===== src/rtl/quant_pkg.sv =====
// Shared constants for the quantizer scheduler: precision codes, FSM states,
// default requester count and the precision-code legality check.
`timescale 1ns/1ps
package quant_pkg;

  localparam logic [15:0] PREC_32 = 16'h0001;
  localparam logic [15:0] PREC_16 = 16'h0002;
  localparam logic [15:0] PREC_8  = 16'h0004;

  localparam int NUM_REQ_DEFAULT = 4;

  typedef enum logic [1:0] {
    S_IDLE  = 2'd0,
    S_ISSUE = 2'd1,
    S_CAPT  = 2'd2,
    S_RESP  = 2'd3
  } state_t;

  function automatic logic prec_legal(input logic [15:0] code);
    return (code == PREC_32) || (code == PREC_16) || (code == PREC_8);
  endfunction

endpackage


===== src/rtl/rr_arbiter.sv =====
// Round-robin selector: picks the first active request at or after
// last_grant+1 (mod NUM_REQ); the grant is zero when nothing requests.
`timescale 1ns/1ps
module rr_arbiter #(
  parameter int NUM_REQ = 4,
  parameter int ID_W    = 2
) (
  input  logic [NUM_REQ-1:0] req,
  input  logic [ID_W-1:0]    last_grant,
  output logic [NUM_REQ-1:0] grant,
  output logic [ID_W-1:0]    grant_idx
);

  logic            found;
  logic [ID_W-1:0] cand;

  always_comb begin
    grant     = '0;
    grant_idx = '0;
    found     = 1'b0;
    cand      = '0;
    for (int k = 1; k <= NUM_REQ; k++) begin
      cand = ID_W'((int'(last_grant) + k) % NUM_REQ);
      if (!found && req[cand]) begin
        found        = 1'b1;
        grant        = '0;
        grant[cand]  = 1'b1;
        grant_idx    = cand;
      end
    end
  end

endmodule


===== src/rtl/quant_scheduler.sv =====
// Time-shares one dynamic_quantization instance between NUM_REQ requesters:
// round-robin accept, one-cycle issue, capture of the quantizer result, response.
`timescale 1ns/1ps
module quant_scheduler
  import quant_pkg::*;
#(
  parameter int NUM_REQ = NUM_REQ_DEFAULT,
  parameter int ID_W    = 2
) (
  input  logic                  clk,
  input  logic                  rst,
  input  logic [NUM_REQ-1:0]    req_valid,
  output logic [NUM_REQ-1:0]    req_ready,
  input  logic [NUM_REQ*32-1:0] req_data,
  input  logic [NUM_REQ*16-1:0] req_in_prec,
  input  logic [NUM_REQ*16-1:0] req_out_prec,
  output logic [31:0]           q_data_in,
  output logic [15:0]           q_in_prec,
  output logic [15:0]           q_out_prec,
  input  logic [31:0]           q_data_out,
  output logic                  resp_valid,
  input  logic                  resp_ready,
  output logic [ID_W-1:0]       resp_id,
  output logic [31:0]           resp_data,
  output logic                  resp_err,
  output logic                  busy
);

  state_t             state;
  logic [ID_W-1:0]    last_grant;
  logic [ID_W-1:0]    id_latched;
  logic [NUM_REQ-1:0] grant;
  logic [ID_W-1:0]    grant_idx;
  logic               codes_bad;

  logic [31:0] data_arr     [NUM_REQ];
  logic [15:0] in_prec_arr  [NUM_REQ];
  logic [15:0] out_prec_arr [NUM_REQ];

  genvar gi;
  generate
    for (gi = 0; gi < NUM_REQ; gi++) begin : g_unpack
      assign data_arr[gi]     = req_data[32*gi +: 32];
      assign in_prec_arr[gi]  = req_in_prec[16*gi +: 16];
      assign out_prec_arr[gi] = req_out_prec[16*gi +: 16];
    end
  endgenerate

  rr_arbiter #(
    .NUM_REQ (NUM_REQ),
    .ID_W    (ID_W)
  ) u_arb (
    .req        (req_valid),
    .last_grant (last_grant),
    .grant      (grant),
    .grant_idx  (grant_idx)
  );

  // Ready is only offered while idle, so an accept is exactly |grant in IDLE.
  assign req_ready = (state == S_IDLE) ? grant : '0;
  assign busy      = (state != S_IDLE);

  // q_* double as the latched request, so they are checked in CAPT.
  assign codes_bad = !prec_legal(q_in_prec) || !prec_legal(q_out_prec);

  always_ff @(posedge clk or negedge rst) begin
    if (!rst) begin
      state      <= S_IDLE;
      last_grant <= ID_W'(NUM_REQ - 1);
      id_latched <= '0;
      q_data_in  <= '0;
      q_in_prec  <= '0;
      q_out_prec <= '0;
      resp_valid <= 1'b0;
      resp_id    <= '0;
      resp_data  <= '0;
      resp_err   <= 1'b0;
    end else begin
      case (state)
        S_IDLE: begin
          if (|grant) begin
            q_data_in  <= data_arr[grant_idx];
            q_in_prec  <= in_prec_arr[grant_idx];
            q_out_prec <= out_prec_arr[grant_idx];
            id_latched <= grant_idx;
            state      <= S_ISSUE;
          end
        end
        S_ISSUE: state <= S_CAPT;
        S_CAPT: begin
          resp_data  <= codes_bad ? 32'd0 : q_data_out;
          resp_err   <= codes_bad;
          resp_id    <= id_latched;
          resp_valid <= 1'b1;
          state      <= S_RESP;
        end
        S_RESP: begin
          if (resp_ready) begin
            resp_valid <= 1'b0;
            last_grant <= resp_id;
            state      <= S_IDLE;
          end
        end
        default: state <= S_IDLE;
      endcase
    end
  end

endmodule


===== config.mk =====
export PLATFORM = sky130hd
export DESIGN_NAME = quant_scheduler
export DESIGN_NICKNAME = d
export VERILOG_FILES = /design/src/rtl/quant_pkg.sv /design/src/rtl/rr_arbiter.sv /design/src/rtl/quant_scheduler.sv
export SDC_FILE = /design/constraint.sdc
export NUM_CORES = 1
export LEC_CHECK = 0
export BUFFER_PORTS_ARGS = -buffer_cell sky130_fd_sc_hd__buf_2
export CORE_AREA = 4 4 152 154
export CTS_CLUSTER_DIAMETER = 120
export DETAILED_ROUTE_END_ITERATION = 6
export DIE_AREA = 0 0 156 158
export GPL_ROUTABILITY_DRIVEN = 0
export GPL_TIMING_DRIVEN = 0
export PLACE_DENSITY = 0.67
export SYNTH_ARGS = -nofsm -noshare
export SYNTH_HDL_FRONTEND = slang
export SYNTH_SLANG_ARGS = --single-unit

===== constraint.sdc =====
create_clock -name clk -period 9 [get_ports clk]
set_input_delay 2.25 -clock clk [delete_from_list [all_inputs] [get_ports clk]]
set_output_delay 2.25 -clock clk [all_outputs]
set_load 0.02 [all_outputs]

==> flow_summary.toml <==
[power_and_ir_drop]
irDropWorstVdd_mv = 0.252
p_per_area_nw_per_um2 = 407
p_leak_nw = 4.44
p_total_mw = 3.71

[placement]
hpwl_um = 18600
port_buffers = 397

[clock_network]
post-cts-setup-buffers = 0
clk_path_buf_depth = 2
clkTransAtPathRegs_ns = 0.07
numClockSinks = 106
htree_levels = 3
root_buffer = "clkbuf_16"
cts_tree = "yes"
holdBufCountCts = 0
numCtsBuffers = 9
cts_resized = 0
clk_latency_ns = 0.35

[floorplanning]
start_util = 0.298
chipWidth_um = 156
ioPinCount = 400
num_rows = 54
die_area_sq_um = 24600
core_area_sq_um = 21700
die_h_um = 158

[finish]
nNetsFinal = 1180
area_growth_syn_to_layout_pct = 41.2
final_util = 0.421
layout-drive-gt1-share = 0.657
fillCellCount = 2090

[synth]
async_flop_share = 1.00
ys_warn_count = 0
syn_area_per_cell_sq_um = 13.9
yosysSeqAreaShare = 0.411
synth_edf_count = 0
synth_top_area_share = 0.403
synthDistinctLibCells = 49
netlist_area_sq_um = 6460
netlist_instances = 465
synth_seq_cells = 106
syn-num-nets = 770
synthTopCellsByArea = "dfrtp_1 40%, mux4_2 23%, mux2_4 9.3%, mux2_2 3.5%, o21ai_0 2.5%"
ys.flop_type = "dfrtp_1"
yosys.area.top_type = "dfrtp_1"

[routing]
vias = 5581
viasPerCell = 4.80
drt_first_pass_iters = 4
drt-total-wl_um = 22300
wl_per_cell_um = 19.2
routed.top_layer = "met4"
routedLengthMet1_um = 8930
initialDrtViolationCount = 243
drtAntennaViolNets = 0
wl_met2_um = 11500
drc_errors = 0
met3_length_um = 1720

[worst_setup_path]
required_ns = 6.75
path_class = "in -> out"
reg2reg_slack_ns = 5.04
worstSetupEndpointType = "output port"
arrival_ns = 4.08
critical_path.startpoint_type = "input pin"
critPathMaxFanout = 10

[timing]
fin_tns_setup_ns = 0
rsz0062_at_grt = "no"
hold_ws_ns = 0.491
worstMarginPinSlew_ns = 0.742
hold_viol = 0
drv_slew = 0
setup-violations-final = 0
finalCritPeriodShare = 0.703
clock.fmax_mhz = 158
slew_headroom = 0.498
clock_skew_ns = 0.0101
period_minus_slack_ns = 6.33

[global_routing]
grt_pass1_wl_um = 31800
antenna_found_initial = 2
grt_max_degree = 55
track_usage = 0.169
grt-ovfl-total = 0
grt_pass1_vias = 5550

[outcome]
run_status = "finished, final reports clean"

[worst_hold_path]
hold_class = "reg -> reg"

[job]
drv_cap = 0
## cells by family (layout without fill, tap and decap cells)
group / Yosys count / after routing / synth area share
muxes: 142 / 142 / 0.387
DFF: 106 / 106 / 0.411
and+or+nand+nor: 74 / 74 / 0.0542
buffers and inverters: 74 / 489 / 0.0681
AOI/OAI and AO/OA: 57 / 57 / 0.0581
adders and majority gates: 10 / 10 / 0.0194
xor gates and xnor gates: 2 / 2 / 0.00271
other: 0 / 2 / 0
## sequential cells by signal, summed over array words and instances (netlist names)
| name | flops |
|---|---|
| id_latched | 2 |
| last_grant | 2 |
| q_data_in | 32 |
| q_in_prec | 16 |
| q_out_prec | 16 |
| resp_data | 32 |
| resp_err | 1 |
| resp_id | 2 |
| resp_valid | 1 |
| state | 2 |
## final timing paths
path / cells after the start / start / end
worst max-delay path: 8 / req_valid[2] / req_ready[1]
worst min-delay path: 1 / q_data_in[30] / q_data_in[30]
worst max register to register: 13 / last_grant[0] / q_data_in[13]
worst min register to register: 1 / q_data_in[30] / q_data_in[30]
max in group asynchronous: 2 / rst / q_out_prec[7]
min in group asynchronous: 1 / rst / q_data_in[9]
## worst max-delay path, stage by stage
cell and delay [ns]:
buf_2 0.09, buf_4 0.15, or3b_1 0.35, a2111o_1 0.46, o311ai_1 0.24, a221oi_2 0.24
nor2_1 0.13, buf_2 0.17
## synthesized netlist by cell type, types with 2 or more instances
cell	instances
a21oi_1	6
a221o_1	2
a221oi_2	2
a22oi_1	2
buf_12	3
buf_2	7
buf_4	6
buf_6	8
buf_8	2
clkbuf_1	7
dfrtp_1	104
dfstp_2	2
ha_1	10
inv_1	39
mux2_1	12
mux2_2	20
mux2_4	40
mux2i_1	3
mux4_2	67
nand2_1	39
nand3b_1	2
nand4_1	3
nor2_1	12
nor2b_1	3
nor4_1	6
o21ai_0	32
o21ai_1	2
or2_2	2
xor2_1	2
## metrics by stage
| stage | cell area (sq um) | worst slack, ns | cells |
|---|---|---|---|
| 6_report | 9130 | 2.67 | 1162 |
| 3_5_place_dp | 8830 | 2.68 | 1143 |
| 4_1_cts | 9110 | 2.67 | 1159 |
| 3_3_place_gp | 8800 | 2.71 | 1142 |
| 2_1_floorplan | 6460 | 2.88 | 465 |
| 5_1_grt | 9130 | 2.57 | 1162 |
## per-layer routing
| layer | up-vias | GRT usage |
|---|---|---|
| li1 | 2558 | - |
| met1 | 2757 | 0.217 |
| met2 | 257 | 0.290 |
| met3 | 9 | 0.0476 |
| met4 | 0 | 0.0283 |
| met5 | - | 0 |
## power by group
part | internal (mW) | switching, mW | total (mW)
Clock | 0.193 | 0.194 | 0.387
Combinational | 1.34 | 1.17 | 2.52
Sequential | 0.665 | 0.142 | 0.807
Total | 2.20 | 1.51 | 3.71
## layout by cell type (no fill, tap or decap), types with 6 or more instances in the layout
cell,synthesis,layout
buf_2,7,403
dfrtp_1,104,104
mux4_2,67,67
mux2_4,40,40
inv_1,39,39
nand2_1,39,39
o21ai_0,32,32
mux2_2,20,20
nor2_1,12,12
mux2_1,12,12
ha_1,10,10
clkbuf_16,0,9
buf_6,8,8
buf_4,6,7
clkbuf_1,7,7
a21oi_1,6,6
nor4_1,6,6
## layout make-up
type,instances,area (sq um),share of cell area
diodes,2,5.00,0.000548
plain buffers,34,290,0.0318
clock buffers,9,225,0.0247
clock inverters,7,58.8,0.00644
inverters,40,150,0.0164
multi-input cells,285,3370,0.369
flip-flops and latches,106,2660,0.291
well taps,280,350,0.0384
repair buffers,399,2020,0.222
No activity file was read; power rests on OpenSTA's default activity.
